### src/rtl/mips_pipeline_datapath_pkg.sv
// Shared encodings for the five-stage MIPS-subset pipeline.
// Also holds the register-file reset image and the ALU operation.
package mips_pkg;
  localparam logic [31:0] RESET_PC = 32'd100;

  localparam logic [5:0] OP_RTYPE = 6'h00;
  localparam logic [5:0] OP_LW    = 6'h23;
  localparam logic [5:0] OP_SW    = 6'h2B;

  localparam logic [5:0] FN_ADD = 6'h20;
  localparam logic [5:0] FN_SUB = 6'h22;
  localparam logic [5:0] FN_AND = 6'h24;
  localparam logic [5:0] FN_OR  = 6'h25;
  localparam logic [5:0] FN_XOR = 6'h26;

  localparam logic [3:0] ALUC_AND = 4'b0000;
  localparam logic [3:0] ALUC_OR  = 4'b0001;
  localparam logic [3:0] ALUC_ADD = 4'b0010;
  localparam logic [3:0] ALUC_XOR = 4'b0011;
  localparam logic [3:0] ALUC_SUB = 4'b0110;

  typedef struct packed {
    logic       wreg;
    logic       m2reg;
    logic       wmem;
    logic       aluimm;
    logic [3:0] aluc;
    logic [4:0] dest;
  } ctrl_t;

  function automatic logic [31:0] reg_init(input logic [4:0] idx);
    logic [31:0] v;
    v = '0;
    case (idx)
      5'd1:    v = 32'hA00000AA;
      5'd2:    v = 32'h10000011;
      5'd3:    v = 32'h20000022;
      5'd4:    v = 32'h30000033;
      5'd5:    v = 32'h40000044;
      5'd6:    v = 32'h50000055;
      5'd7:    v = 32'h60000066;
      5'd8:    v = 32'h70000077;
      5'd9:    v = 32'h80000088;
      5'd10:   v = 32'h90000099;
      default: v = '0;
    endcase
    return v;
  endfunction

  function automatic logic [31:0] alu(input logic [3:0] aluc, input logic [31:0] a,
                                      input logic [31:0] b);
    logic [31:0] y;
    y = '0;
    case (aluc)
      ALUC_ADD: y = a + b;
      ALUC_SUB: y = a - b;
      ALUC_AND: y = a & b;
      ALUC_OR:  y = a | b;
      ALUC_XOR: y = a ^ b;
      default:  y = '0;
    endcase
    return y;
  endfunction
endpackage

### src/rtl/mips_pipeline_datapath_if.sv
// Observation bundle: stage registers and write-back value of the pipeline.
// The core drives every signal (master); observers only read (slave).
interface mips_pipeline_datapath_if;
  logic [31:0] pc, dinstOut;
  logic        ewreg, em2reg, ewmem, ealuimm;
  logic [3:0]  ealuc;
  logic [4:0]  edestReg;
  logic [31:0] eqa, eqb, eimm32, r, b;
  logic [31:0] mr, mqb, mdo;
  logic [4:0]  mdestReg;
  logic        wwreg, wm2reg;
  logic [4:0]  wdestReg;
  logic [31:0] wbr, wdo, wbData;
  logic [1:0]  stall;

  modport master (output pc, dinstOut, ewreg, em2reg, ewmem, ealuimm, ealuc, edestReg,
                  eqa, eqb, eimm32, r, b, mr, mqb, mdestReg, mdo, wwreg, wm2reg,
                  wdestReg, wbr, wdo, wbData, stall);
  modport slave  (input  pc, dinstOut, ewreg, em2reg, ewmem, ealuimm, ealuc, edestReg,
                  eqa, eqb, eimm32, r, b, mr, mqb, mdestReg, mdo, wwreg, wm2reg,
                  wdestReg, wbr, wdo, wbData, stall);
endinterface

### src/rtl/mips_pipeline_datapath_regfile.sv
// 32x32 register file, two combinational read ports, one write port.
// Reset reloads the fixed start-up image; $0 reads 0 and is never written.
module mips_regfile (
  input  logic        clock,
  input  logic        resetn,
  input  logic [4:0]  ra1,
  input  logic [4:0]  ra2,
  input  logic        we,
  input  logic [4:0]  wa,
  input  logic [31:0] wd,
  output logic [31:0] rd1,
  output logic [31:0] rd2
);
  import mips_pkg::*;

  logic [31:0] regs [32];

  always_ff @(posedge clock) begin
    if (!resetn) begin
      for (int i = 0; i < 32; i++) regs[i] <= reg_init(5'(i));
    end else if (we && wa != 5'd0) begin
      regs[wa] <= wd;
    end
  end

  assign rd1 = (ra1 == 5'd0) ? 32'd0 : regs[ra1];
  assign rd2 = (ra2 == 5'd0) ? 32'd0 : regs[ra2];
endmodule

### src/rtl/mips_pipeline_datapath.sv
// Five-stage MIPS-subset core: ROM fetch, ID-stage forwarding with a
// one-bubble load-use stall, ALU in EX, data RAM in MEM, write-back in WB.
module mips_pipeline_datapath #(
  parameter logic [31:0] RESET_PC   = mips_pkg::RESET_PC,
  parameter int          IMEM_WORDS = 64,
  parameter int          DMEM_WORDS = 64
) (
  input  logic clock,
  input  logic resetn,
  mips_pipeline_datapath_if.master dbg
);
  import mips_pkg::*;

  localparam int IA = $clog2(IMEM_WORDS);
  localparam int DA = $clog2(DMEM_WORDS);

  logic [31:0] pc_q, dinst, inst;
  ctrl_t       dctl, ectl;
  logic [31:0] eqa, eqb, eimm, b_op, r_val;
  logic        mwreg, mm2reg, mwmem, wwreg, wm2reg;
  logic [4:0]  mdest, wdest;
  logic [31:0] mr, mqb, mdo, wbr, wdo, wb_data, mval;
  logic [31:0] rf_a, rf_b, qa, qb, imm32;
  logic [5:0]  op, fn;
  logic [4:0]  rs, rt, rd;
  logic        load_use;

  logic [31:0] dmem [DMEM_WORDS] = '{0: 32'hA00000AA, 1: 32'h10000011,
                                     2: 32'h20000022, 3: 32'h30000033, default: '0};

  // The program occupies byte addresses 100..128, i.e. words 25..32.
  always_comb begin
    inst = '0;
    case (pc_q[IA+1:2])
      IA'(25): inst = 32'h00221820;
      IA'(26): inst = 32'h01432022;
      IA'(27): inst = 32'h006A2825;
      IA'(28): inst = 32'h006A3026;
      IA'(29): inst = 32'h006A3824;
      IA'(30): inst = 32'h8C0B0000;
      IA'(31): inst = 32'h01616020;
      IA'(32): inst = 32'hAC0C0004;
      default: inst = '0;
    endcase
  end

  always_ff @(posedge clock) begin
    if (!resetn) begin
      pc_q  <= RESET_PC;
      dinst <= '0;
    end else if (!load_use) begin
      pc_q  <= pc_q + 32'd4;
      dinst <= inst;
    end
  end

  assign op    = dinst[31:26];
  assign rs    = dinst[25:21];
  assign rt    = dinst[20:16];
  assign rd    = dinst[15:11];
  assign fn    = dinst[5:0];
  assign imm32 = {{16{dinst[15]}}, dinst[15:0]};

  always_comb begin
    dctl = '0;
    case (op)
      OP_RTYPE: begin
        dctl.wreg = 1'b1;
        dctl.dest = rd;
        case (fn)
          FN_ADD:  dctl.aluc = ALUC_ADD;
          FN_SUB:  dctl.aluc = ALUC_SUB;
          FN_AND:  dctl.aluc = ALUC_AND;
          FN_OR:   dctl.aluc = ALUC_OR;
          FN_XOR:  dctl.aluc = ALUC_XOR;
          default: dctl = '0;
        endcase
      end
      OP_LW: begin
        dctl.aluc   = ALUC_ADD;
        dctl.aluimm = 1'b1;
        dctl.m2reg  = 1'b1;
        dctl.wreg   = 1'b1;
        dctl.dest   = rt;
      end
      OP_SW: begin
        dctl.aluc   = ALUC_ADD;
        dctl.aluimm = 1'b1;
        dctl.wmem   = 1'b1;
      end
      default: dctl = '0;
    endcase
  end

  mips_regfile u_regfile (
    .clock(clock), .resetn(resetn), .ra1(rs), .ra2(rt),
    .we(wwreg), .wa(wdest), .wd(wb_data), .rd1(rf_a), .rd2(rf_b)
  );

  assign mval = mm2reg ? mdo : mr;

  // A load still in EX has no data yet; the stall covers that case instead.
  always_comb begin
    qa = rf_a;
    if (rs != 5'd0) begin
      if (ectl.wreg && !ectl.m2reg && ectl.dest == rs) qa = r_val;
      else if (mwreg && mdest == rs)                   qa = mval;
      else if (wwreg && wdest == rs)                   qa = wb_data;
    end
  end

  always_comb begin
    qb = rf_b;
    if (rt != 5'd0) begin
      if (ectl.wreg && !ectl.m2reg && ectl.dest == rt) qb = r_val;
      else if (mwreg && mdest == rt)                   qb = mval;
      else if (wwreg && wdest == rt)                   qb = wb_data;
    end
  end

  assign load_use = ectl.wreg && ectl.m2reg && ectl.dest != 5'd0 &&
                    ((ectl.dest == rs) ||
                     ((ectl.dest == rt) && (op == OP_RTYPE || op == OP_SW)));

  always_ff @(posedge clock) begin
    if (!resetn || load_use) begin
      ectl <= '0;
      eqa  <= '0;
      eqb  <= '0;
      eimm <= '0;
    end else begin
      ectl <= dctl;
      eqa  <= qa;
      eqb  <= qb;
      eimm <= imm32;
    end
  end

  assign b_op  = ectl.aluimm ? eimm : eqb;
  assign r_val = alu(ectl.aluc, eqa, b_op);

  always_ff @(posedge clock) begin
    if (!resetn) begin
      mwreg <= 1'b0; mm2reg <= 1'b0; mwmem <= 1'b0;
      mdest <= '0;   mr     <= '0;   mqb   <= '0;
    end else begin
      mwreg <= ectl.wreg; mm2reg <= ectl.m2reg; mwmem <= ectl.wmem;
      mdest <= ectl.dest; mr     <= r_val;      mqb   <= eqb;
    end
  end

  assign mdo = dmem[mr[DA+1:2]];

  always_ff @(posedge clock) begin
    if (mwmem) dmem[mr[DA+1:2]] <= mqb;
  end

  always_ff @(posedge clock) begin
    if (!resetn) begin
      wwreg <= 1'b0; wm2reg <= 1'b0; wdest <= '0; wbr <= '0; wdo <= '0;
    end else begin
      wwreg <= mwreg; wm2reg <= mm2reg; wdest <= mdest; wbr <= mr; wdo <= mdo;
    end
  end

  assign wb_data = wm2reg ? wdo : wbr;

  assign dbg.pc       = pc_q;
  assign dbg.dinstOut = dinst;
  assign dbg.ewreg    = ectl.wreg;
  assign dbg.em2reg   = ectl.m2reg;
  assign dbg.ewmem    = ectl.wmem;
  assign dbg.ealuimm  = ectl.aluimm;
  assign dbg.ealuc    = ectl.aluc;
  assign dbg.edestReg = ectl.dest;
  assign dbg.eqa      = eqa;
  assign dbg.eqb      = eqb;
  assign dbg.eimm32   = eimm;
  assign dbg.r        = r_val;
  assign dbg.b        = b_op;
  assign dbg.mr       = mr;
  assign dbg.mqb      = mqb;
  assign dbg.mdestReg = mdest;
  assign dbg.mdo      = mdo;
  assign dbg.wwreg    = wwreg;
  assign dbg.wm2reg   = wm2reg;
  assign dbg.wdestReg = wdest;
  assign dbg.wbr      = wbr;
  assign dbg.wdo      = wdo;
  assign dbg.wbData   = wb_data;
  assign dbg.stall    = {1'b0, load_use};
endmodule

### src/flat_wrapper.sv
// flat-port wrapper written by rule: the top's interface ports become plain ports
module mips_pipeline_datapath_flat import mips_pkg::*;
#(
  parameter logic [31:0] RESET_PC   = mips_pkg::RESET_PC,
  parameter int          IMEM_WORDS = 64,
  parameter int          DMEM_WORDS = 64
)
  (clock, resetn, dbg_pc, dbg_dinstOut, dbg_ewreg, dbg_em2reg, dbg_ewmem, dbg_ealuimm, dbg_ealuc, dbg_edestReg, dbg_eqa, dbg_eqb, dbg_eimm32, dbg_r, dbg_b, dbg_mr, dbg_mqb, dbg_mdestReg, dbg_mdo, dbg_wwreg, dbg_wm2reg, dbg_wdestReg, dbg_wbr, dbg_wdo, dbg_wbData, dbg_stall);
  mips_pipeline_datapath_if dbg_i ();
  input  logic clock;
  input  logic resetn;
  output wire logic [$bits(dbg_i.pc)-1:0] dbg_pc;
  output wire logic [$bits(dbg_i.dinstOut)-1:0] dbg_dinstOut;
  output wire logic [$bits(dbg_i.ewreg)-1:0] dbg_ewreg;
  output wire logic [$bits(dbg_i.em2reg)-1:0] dbg_em2reg;
  output wire logic [$bits(dbg_i.ewmem)-1:0] dbg_ewmem;
  output wire logic [$bits(dbg_i.ealuimm)-1:0] dbg_ealuimm;
  output wire logic [$bits(dbg_i.ealuc)-1:0] dbg_ealuc;
  output wire logic [$bits(dbg_i.edestReg)-1:0] dbg_edestReg;
  output wire logic [$bits(dbg_i.eqa)-1:0] dbg_eqa;
  output wire logic [$bits(dbg_i.eqb)-1:0] dbg_eqb;
  output wire logic [$bits(dbg_i.eimm32)-1:0] dbg_eimm32;
  output wire logic [$bits(dbg_i.r)-1:0] dbg_r;
  output wire logic [$bits(dbg_i.b)-1:0] dbg_b;
  output wire logic [$bits(dbg_i.mr)-1:0] dbg_mr;
  output wire logic [$bits(dbg_i.mqb)-1:0] dbg_mqb;
  output wire logic [$bits(dbg_i.mdestReg)-1:0] dbg_mdestReg;
  output wire logic [$bits(dbg_i.mdo)-1:0] dbg_mdo;
  output wire logic [$bits(dbg_i.wwreg)-1:0] dbg_wwreg;
  output wire logic [$bits(dbg_i.wm2reg)-1:0] dbg_wm2reg;
  output wire logic [$bits(dbg_i.wdestReg)-1:0] dbg_wdestReg;
  output wire logic [$bits(dbg_i.wbr)-1:0] dbg_wbr;
  output wire logic [$bits(dbg_i.wdo)-1:0] dbg_wdo;
  output wire logic [$bits(dbg_i.wbData)-1:0] dbg_wbData;
  output wire logic [$bits(dbg_i.stall)-1:0] dbg_stall;
  assign dbg_pc = dbg_i.pc;
  assign dbg_dinstOut = dbg_i.dinstOut;
  assign dbg_ewreg = dbg_i.ewreg;
  assign dbg_em2reg = dbg_i.em2reg;
  assign dbg_ewmem = dbg_i.ewmem;
  assign dbg_ealuimm = dbg_i.ealuimm;
  assign dbg_ealuc = dbg_i.ealuc;
  assign dbg_edestReg = dbg_i.edestReg;
  assign dbg_eqa = dbg_i.eqa;
  assign dbg_eqb = dbg_i.eqb;
  assign dbg_eimm32 = dbg_i.eimm32;
  assign dbg_r = dbg_i.r;
  assign dbg_b = dbg_i.b;
  assign dbg_mr = dbg_i.mr;
  assign dbg_mqb = dbg_i.mqb;
  assign dbg_mdestReg = dbg_i.mdestReg;
  assign dbg_mdo = dbg_i.mdo;
  assign dbg_wwreg = dbg_i.wwreg;
  assign dbg_wm2reg = dbg_i.wm2reg;
  assign dbg_wdestReg = dbg_i.wdestReg;
  assign dbg_wbr = dbg_i.wbr;
  assign dbg_wdo = dbg_i.wdo;
  assign dbg_wbData = dbg_i.wbData;
  assign dbg_stall = dbg_i.stall;
  mips_pipeline_datapath #(.RESET_PC(RESET_PC), .IMEM_WORDS(IMEM_WORDS), .DMEM_WORDS(DMEM_WORDS)) u_core (.clock(clock), .resetn(resetn), .dbg(dbg_i));
endmodule
### config.mk
export PLATFORM = sky130hd
export DESIGN_NAME = mips_pipeline_datapath_flat
export DESIGN_NICKNAME = d
export VERILOG_FILES = /design/src/rtl/mips_pipeline_datapath_pkg.sv /design/src/rtl/mips_pipeline_datapath_if.sv /design/src/rtl/mips_pipeline_datapath_regfile.sv /design/src/rtl/mips_pipeline_datapath.sv /design/src/flat_wrapper.sv
export SDC_FILE = /design/constraint.sdc
export NUM_CORES = 2
export LEC_CHECK = 0
export ABC_CLOCK_PERIOD_IN_PS = 7700
export BUFFER_PORTS_ARGS = -buffer_cell sky130_fd_sc_hd__buf_2
export CORE_MARGIN = 2
export CORE_UTILIZATION = 30
export CTS_BUF_LIST = sky130_fd_sc_hd__clkbuf_16
export DETAILED_ROUTE_END_ITERATION = 7
export PLACE_DENSITY = 0.51
export SKIP_LAST_GASP = 1
export SYNTH_ARGS = -nofsm -noshare
export SYNTH_HDL_FRONTEND = slang
export SYNTH_SLANG_ARGS = --single-unit
### constraint.sdc
create_clock -name clock -period 7.7 [get_ports clock]
set_clock_uncertainty 0.2 [all_clocks]
set_input_delay 0.77 -clock clock [delete_from_list [all_inputs] [get_ports clock]]
set_output_delay 0.77 -clock clock [all_outputs]
set_load 0.05 [all_outputs]
After elaboration in Yosys (flattened, before gate mapping)
Memories as Yosys holds them, arrays and structs flattened. A register that Yosys moved wholly into a read port is not among the register bits. Cells that the tools add are included.

Register bits after elaboration: 300. Memory bits (writable): 3072. Input port bits: 2. Output and inout port bits: 443. Logic and storage cells: 130. Memories kept: 2.

Memory list: u_core.dmem (depth 64, width 32, read ports 1, clocked after memory_dff 1, wr ports 1, line mips_pipeline_datapath.sv:28) `logic [31:0] dmem [DMEM_WORDS] = '{0: 32'hA00000AA, 1: 32'h10000011,`; u_core.u_regfile.regs (depth 32, width 32, read ports 2, clocked after memory_dff 2, wr ports 32, line mips_pipeline_datapath_regfile.sv:16) `logic [31:0] regs [32];`.

Add/subtract/negate cells: 3. Equal/unequal tests: 25. Muxes and demuxes: 47. Bitwise gates (word level): 3. Reductions and logical operators: 28.

Operators by type and width (count): 2-to-1 mux 32 bit (25); one-hot mux 32 bit (8 select lines) (1); one-hot mux 32 bit (5 select lines) (1); == test 6 bit, second input constant (8); == test 6 x 5 -> 1 bit, second input constant (7); adder 32 x 3 -> 32 bit, second input constant (1); adder 32 bit (1); bitwise AND 32 bit (1); bitwise OR 32 bit (1); OR reduction 32 bit (1); subtractor 32 bit (1); XOR 32 bit (1); == test 5 bit (6); 2-to-1 mux 5 bit (6); one-hot mux 5 bit (2 select lines) (2); nonzero test 5 bit (4); logical AND 1 bit (12); one-hot mux 3 bit (4 select lines) (1); zero test 5 bit (2); == test 4 x 2 -> 1 bit, second input constant (2); 2-to-1 mux 1 bit (7); zero test 6 bit (1); 2-to-1 mux 6 bit (1); OR reduction 5 bit (1); other kinds (9) (12).

Logic depth before layout (Yosys ltp)
Depth after elaboration: 7. Gate-level depth with buffers: 21.

Modules after synthesis
Synthesis repeated with hierarchy kept, for this count alone.

Cells, all modules: 9711. Area, all modules: 149140.5 µm².

By module, submodules not included: mips_pipeline_datapath (times used 1, cells an instance 6197, area each 94923.5 µm², sequential area each 66884.1 µm²); mips_regfile (times used 1, cells an instance 3514, area each 54217.0 µm², sequential area each 30749.5 µm²).

Worst setup path before layout
No wires, ideal clock.

Path type: register to output. Start point: reg u_core.ectl, in the netlist u_core.dbg.ealuimm. End point: out dbg_r[31]. Arrival: 5.550 ns. Required time: 6.730 ns. Slack: 1.180 ns. Stages on the path, launching flop included: 21. Cells stage by stage: dfxtp_1 -> clkbuf_1 -> buf_1 -> clkbuf_1 -> mux2i_1 -> ha_1 -> o211ai_1 -> or3_1 -> nor2_1 -> a41oi_1 -> o21ai_0 -> o21ai_0 -> ha_1 -> clkbuf_1 -> nand4_1 -> or2_2 -> a2111oi_0 -> nor3_1 -> xnor2_1 -> a21oi_1 -> inv_1.

Word-level cells in the longest chain between the ends: 3. Elaborated cells between the ends (all ways): 7. Classes of those cells: 2 x add/sub; 2 x mux; 3 x bitwise.

Ends and longest elaborated chain: from (decl) (line mips_pipeline_datapath.sv:18) `ctrl_t dctl, ectl;`; from (signal assigned) (line mips_pipeline_datapath.sv:132) `ectl <= dctl;`; 2-to-1 mux 32 bit (*) (line mips_pipeline_datapath.sv:139) `assign b_op = ectl.aluimm ? eimm : eqb;`; subtractor 32 bit, or another cell as far along (line mips_pipeline_datapath_pkg.sv:56) `ALUC_SUB: y = a - b;`; one-hot mux 32 bit (5 select lines) (*) (line mips_pipeline_datapath_pkg.sv:54) `case (aluc)`; to (decl) (line flat_wrapper.sv:23) `output wire logic [$bits(dbg_i.r)-1:0] dbg_r;`.

Mark *: on every way between the ends. The rest lies on a longest branch, timed or not.

Worst setup path in the final report
Ends and elaborated chain as after synthesis.

==> metrics.md <==
| Metric | Value |
|---|---|
| Result of the run | finished, final reports clean |
| CTS Buf Count | approximately 310 |
| Worst Tran Pin Value | between 1000 and 1500 ps |
| Worst Hold Margin | ~220 ps |
| CTS hold repair buffers | 0 |
| Mux cell area share after synthesis | between 10 and 15% |
| Setup TNS | 0 ps |
| XOR/XNOR share of the synthesized area | 0.7616% |
| Sum of buffers and inverters on the critical path | 3 |
| Sw Ratio | between 30% and 40% |
| Global placement routability congestion | roughly 0.90 |
| CTS tree | yes |
| Via count | between 70000 and 80000 |
| Worst min-delay path category | primary input to flip-flop |
| Multi-input logic area | ~0.033 mm2 |
| Worst Path Required | just under 7000 ps |
| Vias in the first global route | 73430 |
| Post-DP HPWL | approximately 330000 um |
| Cell Rows | between 200 and 250 |
| Routed len/inst | 36.95 um |
| Period utilization | 95.32% |
| Max Clk Rate | between 0.1 and 0.15 GHz |
| Max stage delay cell, worst path | ha_1 |
| Overflow after GRT | 0 |
| Initial core utilization | 30.15% |
| LEAKAGE | 46.88 nW |
| H-tree depth | 5 |
| Combinational share of power | 16.9% |
| CP Launch Type | flip-flop |
| Crit-path leading delay family | simple AND/OR/NAND/NOR gates |
| DR pass1 iterations | 8 |
| Worst skew pair latency | between 900 and 1000 ps |
| Relative slew slack | approximately 9.8% |
| Synthesis warning total | 0 |
| Post-DRT Antenna Nets | 0 |
| Sequential share of power | ~45% |
| Area growth, synth to finish | 16.91% |
| Synth async-reset ratio | 0% |
| Detailed Route Iter0 Violations | 11320 |
| Fillers | ~37000 |
| Post-CTS Setup Bufs | 0 |
| Post-Syn Area | roughly 0.12 mm2 |
| CP peak stage delay | ~530 ps |
| DRC violations left | 0 |
| Worst EP arrival | 6370 ps |
| Clk root buf | clkbuf_16 |
| GRT Util Overall | about a quarter |
| Number of synthesized register bits | around 2800 |
| EDFF count, synth | between 2000 and 3000 |
| Worst setup EP type | output port |
| Clock group share of total power | ~38% |
| Port Buf Inserts | 400 |
| Die H | 629.3 um |
| Clock slew at reported path FFs | 60 ps |
| Combinational family with the most area after synthesis | multiplexers |
| Die X | roughly 630 um |
| Pins Over Slew Limit | 0 |
| I/O pins | 445 |
| Count of cell types in the netlist | 91 |
| Worst-path fanout max | 14 |
| Seq/Total Area, Yosys | between 70 and 80% |
| Switching power | about 12 mW |
| Initial antenna violation count | between 40 and 50 |
| Post-synthesis compound-gate area fraction | 8.897% |
| Vias per cell | 5.693 |
| Tmin final | between 7000 and 8000 ps |
| Pint | about 27 mW |
| Mean Syn Cell Area | roughly 16 um2 |
| Pin count of the biggest net entering global routing | between 70 and 80 |
| CTS resizes | 0 |
| Total Die Area | between 0.3 and 0.4 mm2 |
| Mapped Cells | between 7000 and 8000 |
| Setup Crit Path Kind | flip-flop to output port |
| Commonest non-fill, non-tap cell in the layout | edfxtp_1 |
| Worst VDD drop | between 0.0002 and 0.00025 V |
| Nets | a little over 8000 |
| RSZ-0062 raised after global routing | no |
| Global-route wire length before repair | between 600000 and 700000 um |
| Adder-cell share of the synthesized area | under 10% |
| Share of layout cells above drive strength 1 | between 20% and 30% |
| CTS Sinks | between 2000 and 3000 |
| Dominant synthesized flop cell | edfxtp_1 |
| Core area | 0.3891 mm2 |
| Final Setup Violations | 0 |
| Area share of and/or/nand/nor cells after synthesis | 5.943% |
| Most frequent cells in the layout | 2560 x edfxtp_1, 705 x nor2_1, 399 x buf_2 |
| Final Hold Vio Count | 0 |
| Worst-path cell chain | mux2i_1 > ha_1 > o211ai_1 > or3_1 > nor2_1 > a41oi_1 > a21oi_1 > xnor2_1 > ha_1 > nand4_1 > or2_2 > a2111oi_0 > nor3_1 > xnor2_1 > a21oi_1 > buf_4 > inv_1 > buf_2 |
| FF+latch area | approximately 0.082 mm2 |
| Routed WL | about 500000 um |
| CTS max path bufs | 4 |
| Power Dens Cells | between 200 and 300 mW/mm2 |
| Max Cap Viol | 0 |
## final timing paths
| path | from | endpoint | slack [ps] | depth (start not counted) |
|---|---|---|---|---|
| max | u_core.dbg.ealuimm | dbg_r[31] | 360 | 18 |
| min | resetn | u_core.dbg.wdo[31] | 220 | 2 |
| min reg2reg | u_core.mwreg | u_core.dbg.wwreg | 320 | 1 |
| max reg2reg | u_core.dbg.ealuimm | u_core.dbg.eqb[25] | 2020 | 16 |
## area by class of cell
type,count,area share (%)
Antenna cell,30,0.05474
Clock buffer,323,5.894
Clock inverter,236,1.204
Inverter,163,0.4580
Multi-Input combinational cell,4040,23.84
Sequential cell,2836,60.14
Tap cell,5197,4.741
Timing Repair Buffer,773,3.667
## per-layer routing
layer	GRT usage (%)	share of wire (%)
met3	6.052	11
met4	11.55	5.3
met5	0	0.034
met2	39.49	47
met1	30.96	37
## cells in the mapped netlist, types with 104 or more instances
master,count,area (um2)
clkbuf_1,282,1059
a21oi_1,199,996.0
mux2_2,140,1577
o21ai_0,184,920.9
nor2_1,775,2909
a22oi_1,260,1952
inv_1,162,608.1
mux2i_1,258,2582
edfxtp_1,2560,76870
mux4_2,340,7657
dfxtp_1,276,5525
o22ai_1,127,794.5
buf_2,119,595.6
and2_1,136,850.8
a221oi_1,207,1813
nand2_1,382,1434
ha_1,104,1301
## registers in the layout, summed over array words and instances (netlist names), 3 cells and up, named ones only
name                   flops
u_core.dbg.wdestReg        4
u_core.dbg.mqb            32
u_core.dbg.eimm32          8
u_core.dbg.eqb            32
u_core.dbg.mr             32
u_core.dbg.wdo            32
u_core.dbg.pc             30
u_core.dbg.ealuc           3
u_core.dbg.wbr            32
u_core.dbg.eqa            32
u_core.dmem             2048
u_core.u_regfile.regs    512
u_core.dbg.mdestReg        4
u_core.dbg.dinstOut       15
u_core.dbg.edestReg        4
## power by group through the flow
stage,combinational (mW),sequential (mW),clock [mW]
floorplan,3.12,17.9,0
global placement,6.38,17.7,0
detailed placement,6.38,17.7,0
CTS,6.40,17.4,14.7
global route,6.66,17.4,15.3
finish,6.50,17.4,14.6
## stage by stage
stage          utilization [%]  setup WS (ps)  cells  area (um2)  power, mW
2_1_floorplan                -           1180   7621      117600      21.00
4_1_cts                  35.22          251.5  13570      137100      38.41
5_1_grt                  35.23          52.17  13580      137100      39.28
3_5_place_dp             32.72           1183  13010      127300      24.06
3_3_place_gp             32.72           1037  13010      127300      24.05
6_report                 35.25          360.4  13600      137100      38.42
## kinds of logic (layout without fill, tap and decap cells)
| kind of cell | count (synthesis) | in the layout |
|---|---|---|
| AOI/OAI and AO/OA | 1446 | 1446 |
| xor gates and xnor gates | 102 | 102 |
| adders and majority gates | 105 | 105 |
| buffers and inverters | 745 | 1495 |
| DFF | 2836 | 2836 |
| muxes | 742 | 742 |
| other | 1 | 106 |
| and+or+nand+nor | 1569 | 1569 |
(Power assumes the default switching activity.)
